## src/rtl/mc_cu_pkg.sv

```systemverilog
// Shared encodings for the RV32I multi-cycle control unit.
//   - opcode constants
//   - FSM state enum (4-bit)
//   - ALU operation codes
//   - datapath mux-select encodings (AdrSrc, ALUSrcA, ALUSrcB, ResultSrc)
//   - ALU decoder class selector and a branch-condition helper
package mc_cu_pkg;

    // Opcodes (Inst[6:0])
    localparam logic [6:0] OpLoad   = 7'b0000011;
    localparam logic [6:0] OpStore  = 7'b0100011;
    localparam logic [6:0] OpRtype  = 7'b0110011;
    localparam logic [6:0] OpItype  = 7'b0010011;
    localparam logic [6:0] OpBranch = 7'b1100011;
    localparam logic [6:0] OpJal    = 7'b1101111;
    localparam logic [6:0] OpJalr   = 7'b1100111;
    localparam logic [6:0] OpLui    = 7'b0110111;
    localparam logic [6:0] OpAuipc  = 7'b0010111;

    // funct7 value that marks an RV32M instruction
    localparam logic [6:0] Funct7MulDiv = 7'b0000001;

    typedef enum logic [3:0] {
        StFetch,
        StDecode,
        StMemAdr,
        StMemRead,
        StMemWb,
        StMemWrite,
        StExecR,
        StExecI,
        StAluWb,
        StJal,
        StJalr1,
        StJalr2,
        StBranch,
        StLui,
        StAuipc
    } state_t;

    // ALU operation codes
    localparam logic [4:0] AluAdd    = 5'd0;
    localparam logic [4:0] AluSub    = 5'd1;
    localparam logic [4:0] AluSll    = 5'd2;
    localparam logic [4:0] AluSlt    = 5'd3;
    localparam logic [4:0] AluSltu   = 5'd4;
    localparam logic [4:0] AluXor    = 5'd5;
    localparam logic [4:0] AluSrl    = 5'd6;
    localparam logic [4:0] AluSra    = 5'd7;
    localparam logic [4:0] AluOr     = 5'd8;
    localparam logic [4:0] AluAnd    = 5'd9;
    localparam logic [4:0] AluMulBase = 5'd10;  // MUL..REMU = 10..17, indexed by funct3

    // Memory address select
    localparam logic AdrPc     = 1'b0;
    localparam logic AdrResult = 1'b1;

    // ALU A-operand select
    localparam logic [1:0] SrcAPc    = 2'b00;
    localparam logic [1:0] SrcAOldPc = 2'b01;
    localparam logic [1:0] SrcAReg1  = 2'b10;
    localparam logic [1:0] SrcAZero  = 2'b11;

    // ALU B-operand select
    localparam logic [1:0] SrcBReg2 = 2'b00;
    localparam logic [1:0] SrcBImm  = 2'b01;
    localparam logic [1:0] SrcBFour = 2'b10;

    // Result bus select
    localparam logic [1:0] ResAluOut    = 2'b00;
    localparam logic [1:0] ResMemData   = 2'b01;
    localparam logic [1:0] ResAluResult = 2'b10;

    // How the ALU decoder should interpret funct3/funct7 in the current state
    typedef enum logic [1:0] {
        AluClsAdd,
        AluClsSub,
        AluClsR,
        AluClsI
    } alu_class_t;

    // Branch outcome from ALU comparison flags; funct3 010/011 are not branches.
    function automatic logic branch_taken(input logic [2:0] f3, input logic eq,
                                          input logic gt, input logic gtu);
        logic taken;
        case (f3)
            3'b000:  taken = eq;
            3'b001:  taken = !eq;
            3'b100:  taken = !gt && !eq;
            3'b101:  taken = gt || eq;
            3'b110:  taken = !gtu && !eq;
            3'b111:  taken = gtu || eq;
            default: taken = 1'b0;
        endcase
        return taken;
    endfunction

endpackage

```

## src/rtl/alu_decoder.sv

```systemverilog
// ALU operation decoder for the multi-cycle control unit.
// Build option: M_EXT_EN enables RV32M codes (MUL..REMU) for funct7=0000001 R-type.
// Ports:
//   alu_class  in  2  how to interpret funct3/funct7 (fixed ADD/SUB, R-type, I-type)
//   funct3     in  3  Inst[14:12]
//   funct7     in  7  Inst[31:25]
//   ALUControl out 5  ALU operation code
module alu_decoder
    import mc_cu_pkg::*;
(
    input  alu_class_t  alu_class,
    input  logic [2:0]  funct3,
    input  logic [6:0]  funct7,
    output logic [4:0]  ALUControl
);

    logic is_muldiv;
    logic alt;  // funct7[5]: SUB / SRA selector

    assign is_muldiv = (funct7 == Funct7MulDiv);
    assign alt       = funct7[5];

    always_comb begin
        ALUControl = AluAdd;
        case (alu_class)
            AluClsAdd: ALUControl = AluAdd;
            AluClsSub: ALUControl = AluSub;
            AluClsR, AluClsI: begin
                case (funct3)
                    3'b000:  ALUControl = (alu_class == AluClsR && alt) ? AluSub : AluAdd;
                    3'b001:  ALUControl = AluSll;
                    3'b010:  ALUControl = AluSlt;
                    3'b011:  ALUControl = AluSltu;
                    3'b100:  ALUControl = AluXor;
                    3'b101:  ALUControl = alt ? AluSra : AluSrl;
                    3'b110:  ALUControl = AluOr;
                    default: ALUControl = AluAnd;
                endcase
                if (alu_class == AluClsR && is_muldiv) begin
`ifdef M_EXT_EN
                    ALUControl = AluMulBase + {2'b00, funct3};
`else
                    // Unreachable: the FSM routes this encoding back to FETCH.
                    ALUControl = AluAdd;
`endif
                end
            end
            default: ALUControl = AluAdd;
        endcase
    end

endmodule

```

## src/rtl/multi_cycle_control_unit.sv

```systemverilog
// Moore FSM sequencing the RV32I multi-cycle datapath (shared memory port,
// IR/OldPC pair, registered ALUOut/Data).
// Build option: M_EXT_EN makes funct7=0000001 R-type legal (RV32M); otherwise it
// is treated as an illegal instruction (NOP).
// Ports:
//   clk, reset                 clock (rising edge), synchronous active-high reset
//   OpCode, funct3, funct7     instruction fields from IR
//   Eq, Gt, GtU                ALU comparison flags for branches
//   PCWrite, AdrSrc, MemWrite, IRWrite, ResultSrc, ALUControl,
//   ALUSrcA, ALUSrcB, RegWrite datapath controls
module multi_cycle_control_unit
    import mc_cu_pkg::*;
(
    input  logic       clk,
    input  logic       reset,
    input  logic [6:0] OpCode,
    input  logic [2:0] funct3,
    input  logic [6:0] funct7,
    input  logic       Eq,
    input  logic       Gt,
    input  logic       GtU,
    output logic       PCWrite,
    output logic       AdrSrc,
    output logic       MemWrite,
    output logic       IRWrite,
    output logic [1:0] ResultSrc,
    output logic [4:0] ALUControl,
    output logic [1:0] ALUSrcA,
    output logic [1:0] ALUSrcB,
    output logic       RegWrite
);

    state_t     state_q, state_d;
    alu_class_t alu_class;

    always_ff @(posedge clk) begin
        if (reset) begin
            state_q <= StFetch;
        end else begin
            state_q <= state_d;
        end
    end

    alu_decoder u_alu_decoder (
        .alu_class  (alu_class),
        .funct3     (funct3),
        .funct7     (funct7),
        .ALUControl (ALUControl)
    );

    always_comb begin
        state_d   = StFetch;
        alu_class = AluClsAdd;
        PCWrite   = 1'b0;
        AdrSrc    = AdrPc;
        MemWrite  = 1'b0;
        IRWrite   = 1'b0;
        ResultSrc = ResAluOut;
        ALUSrcA   = SrcAPc;
        ALUSrcB   = SrcBReg2;
        RegWrite  = 1'b0;

        case (state_q)
            StFetch: begin
                AdrSrc    = AdrPc;
                IRWrite   = 1'b1;
                ALUSrcA   = SrcAPc;
                ALUSrcB   = SrcBFour;
                ResultSrc = ResAluResult;
                PCWrite   = 1'b1;
                state_d   = StDecode;
            end
            StDecode: begin
                // Precompute OldPC+imm so ALUOut holds the branch/JAL target.
                ALUSrcA = SrcAOldPc;
                ALUSrcB = SrcBImm;
                case (OpCode)
                    OpLoad, OpStore: state_d = StMemAdr;
`ifdef M_EXT_EN
                    OpRtype:         state_d = StExecR;
`else
                    OpRtype:         state_d = (funct7 == Funct7MulDiv) ? StFetch : StExecR;
`endif
                    OpItype:         state_d = StExecI;
                    OpBranch:        state_d = StBranch;
                    OpJal:           state_d = StJal;
                    OpJalr:          state_d = StJalr1;
                    OpLui:           state_d = StLui;
                    OpAuipc:         state_d = StAuipc;
                    default:         state_d = StFetch;
                endcase
            end
            StMemAdr: begin
                ALUSrcA = SrcAReg1;
                ALUSrcB = SrcBImm;
                state_d = (OpCode == OpLoad) ? StMemRead : StMemWrite;
            end
            StMemRead: begin
                AdrSrc    = AdrResult;
                ResultSrc = ResAluOut;
                state_d   = StMemWb;
            end
            StMemWb: begin
                ResultSrc = ResMemData;
                RegWrite  = 1'b1;
                state_d   = StFetch;
            end
            StMemWrite: begin
                AdrSrc    = AdrResult;
                ResultSrc = ResAluOut;
                MemWrite  = 1'b1;
                state_d   = StFetch;
            end
            StExecR: begin
                ALUSrcA   = SrcAReg1;
                ALUSrcB   = SrcBReg2;
                alu_class = AluClsR;
                state_d   = StAluWb;
            end
            StExecI: begin
                ALUSrcA   = SrcAReg1;
                ALUSrcB   = SrcBImm;
                alu_class = AluClsI;
                state_d   = StAluWb;
            end
            StAluWb: begin
                ResultSrc = ResAluOut;
                RegWrite  = 1'b1;
                state_d   = StFetch;
            end
            StJal, StJalr2: begin
                // PC takes the target already in ALUOut; ALU forms the link value.
                ALUSrcA   = SrcAOldPc;
                ALUSrcB   = SrcBFour;
                ResultSrc = ResAluOut;
                PCWrite   = 1'b1;
                state_d   = StAluWb;
            end
            StJalr1: begin
                ALUSrcA = SrcAReg1;
                ALUSrcB = SrcBImm;
                state_d = StJalr2;
            end
            StBranch: begin
                ALUSrcA   = SrcAReg1;
                ALUSrcB   = SrcBReg2;
                alu_class = AluClsSub;
                ResultSrc = ResAluOut;
                PCWrite   = branch_taken(funct3, Eq, Gt, GtU);
                state_d   = StFetch;
            end
            StLui: begin
                ALUSrcA = SrcAZero;
                ALUSrcB = SrcBImm;
                state_d = StAluWb;
            end
            StAuipc: begin
                ALUSrcA = SrcAOldPc;
                ALUSrcB = SrcBImm;
                state_d = StAluWb;
            end
            default: state_d = StFetch;
        endcase

        // Reset suppresses every architectural write in the cycle it is seen.
        if (reset) begin
            PCWrite  = 1'b0;
            IRWrite  = 1'b0;
            MemWrite = 1'b0;
            RegWrite = 1'b0;
            state_d  = StFetch;
        end
    end

endmodule

```

## config.mk

```make
export PLATFORM = sky130hd
export DESIGN_NAME = multi_cycle_control_unit
export DESIGN_NICKNAME = d
export VERILOG_FILES = /design/src/rtl/mc_cu_pkg.sv /design/src/rtl/alu_decoder.sv /design/src/rtl/multi_cycle_control_unit.sv
export SDC_FILE = /design/constraint.sdc
export NUM_CORES = 1
export LEC_CHECK = 0
export CORE_UTILIZATION = 39
export CTS_BUF_LIST = sky130_fd_sc_hd__clkbuf_8 sky130_fd_sc_hd__clkbuf_16
export DETAILED_ROUTE_END_ITERATION = 8
export GPL_TIMING_DRIVEN = 0
export PLACE_DENSITY = 0.86
export SYNTH_ARGS = -nofsm -noshare
export SYNTH_HDL_FRONTEND = slang
export SYNTH_SLANG_ARGS = --single-unit
```

## constraint.sdc

```tcl
create_clock -name clk -period 1.75 [get_ports clk]
set_clock_uncertainty 0.1 [all_clocks]
set_input_delay 0.35 -clock clk [delete_from_list [all_inputs] [get_ports clk]]
set_output_delay 0.35 -clock clk [all_outputs]
set_load 0.005 [all_outputs]
```

==> flow_summary.json <==
{
  "gr-usage-met1_pct": 27.93,
  "largest_register_ffs": 4,
  "die_w_um": 45.84,
  "start_util_pct": 42.48,
  "htree_num_levels": 1,
  "hp-class": "in -> reg",
  "violations": "setup timing",
  "worstSetupStartpointType": "register",
  "crit_chain": "or4_4 > buf_6 > nor2_4 > a31oi_1 > o41ai_2 > buf_2",
  "vias": 1007,
  "busiest_layer": "met2",
  "grt_antenna_before_repair": 0,
  "rrSetupSlack_ns": 0.32,
  "cp.depth": 6,
  "yosysWarnings": 0,
  "drive_gt1_share_pct": 44.23,
  "netlist.top_cell.by_area": "dfxtp_1",
  "gr-usage-met3_pct": 2.778,
  "top_regs": "state_q x4",
  "drt_pre_antenna_iters": 4,
  "fin_hold_ws_ns": 0.3895,
  "drc": 0,
  "startpoint": "state_q[1]$_SDFF_PP0_",
  "synth_nets": 134,
  "cts_tree": "done",
  "grtUsageMet2_pct": 44.00,
  "nNetsFinal": 180,
  "hpwlAfterDp_um": 1622,
  "slowest_delay_ns": 0.52,
  "clk_root_buffer_cell": "clkbuf_8",
  "ys_seq_area_share_pct": 10.68,
  "grt_pass1_vias": 851,
  "fmax_mhz": 489.4,
  "grt_use_total_pct": 23.44,
  "cp.buffers_inverters": 2,
  "hold_path.startpoint": "reset",
  "synth_top_area_share_pct": 10.68,
  "clk-insertion-delay-late_ns": 0.21,
  "cts_max_path_buffers": 2,
  "synth-seq-cells": 4,
  "drtIter0Drc": 44,
  "rows": 15,
  "netlist_top_cells_area": "dfxtp_1 11%, nor2_1 8.0%, nand2_1 5.5%",
  "drv_slew": 0,
  "postRouteAntennaNets": 0,
  "chipHeight_um": 45.84,
  "peakVddDrop_uv": 665.2,
  "worstPathArrival_ns": 1.59,
  "finalCriticalPeriod_ns": 2.043,
  "area_delta_synth_final_pct": 69.28,
  "r2r_cells": 6,
  "fin_setup_tns_ns": -1.070,
  "ys.flop_type": "dfxtp_1",
  "grt_max_degree": 11,
  "avgSynthCellArea_um2": 6.692,
  "grt_pass1_wl_um": 3581,
  "worstPathMaxFanout": 4,
  "period_share_pct": 116.8,
  "critical-path-slowest-cell": "or4_4",
  "viasPerCell": 5.564,
  "hold_viol_final": 0,
  "wl_per_cell_um": 14.02,
  "overflow": 0,
  "dieArea_um2": 2101,
  "ios": 38,
  "rsz0062_at_grt": "yes",
  "dp_cells": 169,
  "crit_end": "PCWrite",
  "core_area_um2": 1764,
  "routabilityCongestion": 0.8707,
  "top_register": "state_q",
  "power_density_nw_per_um2": 384.9,
  "cts_sinks": 4,
  "route.final.wire_length_um": 2538,
  "power_uw": 488.3,
  "worstPathRequired_ns": 1.30,
  "path_class": "reg -> out",
  "async_reset_ff_share_pct": 0,
  "crit_family": "simple AND/OR/NAND/NOR gates",
  "status": "complete, but fails checks",
  "syn_inst": 112,
  "fin_ws_ns": -0.2933,
  "synth_edf_count": 0,
  "synth.distinct_cells": 45,
  "leakage_nw": 0.5157,
  "rr_startpoint": "state_q[0]$_SDFF_PP0_",
  "synth_area_um2": 749.5,
  "n_antenna_cell": 0,
  "end_kind": "output pin",
  "stdcell_count": 181,
  "clk_pin_slew_ns": 0.03,
  "io_buffers": 32,
  "setup_viol": 9,
  "cts_buffers": 3,
  "r2r_end": "state_q[3]$_SDFF_PP0_",
  "cap_violations": 0
}
[logic make-up (layout without fill, tap and decap cells)]
logic type	count (synthesis)	count (layout)	synth area share (%)
AND/OR/NAND/NOR	57	57	42.24
other	1	1	0.5004
multiplexers	1	1	1.336
flip-flops	4	4	10.68
buffers and inverters	15	59	11.85
XOR/XNOR	2	2	2.338
AO/OA/AOI/OAI	32	32	31.05
[metal layers]
metal	part of all wire, %	up-vias	wire length [um]
met2	52	59	1320
met3	6.4	13	162
met1	38	438	964
li1	-	497	-
met5	0	-	0
met4	3.6	0	91
[cell type report]
type | count | area [um^2]
Fill cell | 147 | 495.5
Multi-Input combinational cell | 93 | 665.6
Clock buffer | 3 | 41.29
Buffer | 10 | 90.09
Timing Repair Buffer | 41 | 326.6
Inverter | 5 | 26.28
Sequential cell | 4 | 87.58
Tap cell | 25 | 31.28
[power by group]
group / internal, mW / total [mW] / switching, mW
combinational: 0.104 / 0.207 / 0.102
clock: 0.146 / 0.186 / 0.0396
sequential: 0.0936 / 0.0962 / 0.00254
[worst min path at each step]
stage | to | slack, ns | cells after the start
2_1_floorplan | state_q[3]$_SDFF_PP0_ | 0.44 | 2
4_1_cts | state_q[3]$_SDFF_PP0_ | 0.37 | 2
5_1_grt | state_q[3]$_SDFF_PP0_ | 0.40 | 2
3_3_place_gp | state_q[0]$_SDFF_PP0_ | 0.57 | 2
6_report | state_q[3]$_SDFF_PP0_ | 0.39 | 2
3_5_place_dp | state_q[0]$_SDFF_PP0_ | 0.59 | 2
[synthesized netlist by cell type (all sizes together), types with 2 or more instances]
| cell type | n |
|---|---|
| nor4 | 4 |
| a31oi | 3 |
| o21ai | 8 |
| inv | 5 |
| dfxtp | 4 |
| buf | 8 |
| nand2b | 3 |
| nor2b | 3 |
| o22ai | 4 |
| a21oi | 7 |
| clkbuf | 2 |
| and3 | 2 |
| nand3b | 3 |
| nor3 | 6 |
| a311oi | 2 |
| nor2 | 17 |
| and2b | 2 |
| nand2 | 11 |
[cells in the final DEF, fill, tap and decap left out, drive strengths merged, types with 2 or more instances in the layout]
master and count:
a21oi 7, a311oi 2, a31oi 3, and2b 2
and3 2, buf 32, clkbuf 7, clkdlybuf4s15 4
clkdlybuf4s50 7, dfxtp 4, dlygate4sd2 4, inv 5
nand2 11, nand2b 3, nand3b 3, nor2 17
nor2b 3, nor3 6, nor4 4, o21ai 8
o22ai 4
[timing repair]
item	4_1_cts	5_1_grt
setup buffers	7	2
hold buffers	0	0
pin swaps	11	3
endpoints found under the setup margin	15	17
resized for setup	98	19
[stage by stage]
stage | area, um^2 | setup WS, ns | util, %
floorplan | 749.5 | 0.2033 | -
global route | 1269 | -0.3354 | 71.91
global placement | 1101 | -0.7340 | 62.41
CTS | 1215 | -0.2663 | 68.87
detailed placement | 1101 | -0.7453 | 62.41
finish | 1269 | -0.2933 | 71.91
Note: power is estimated with default switching activity, not from simulation.
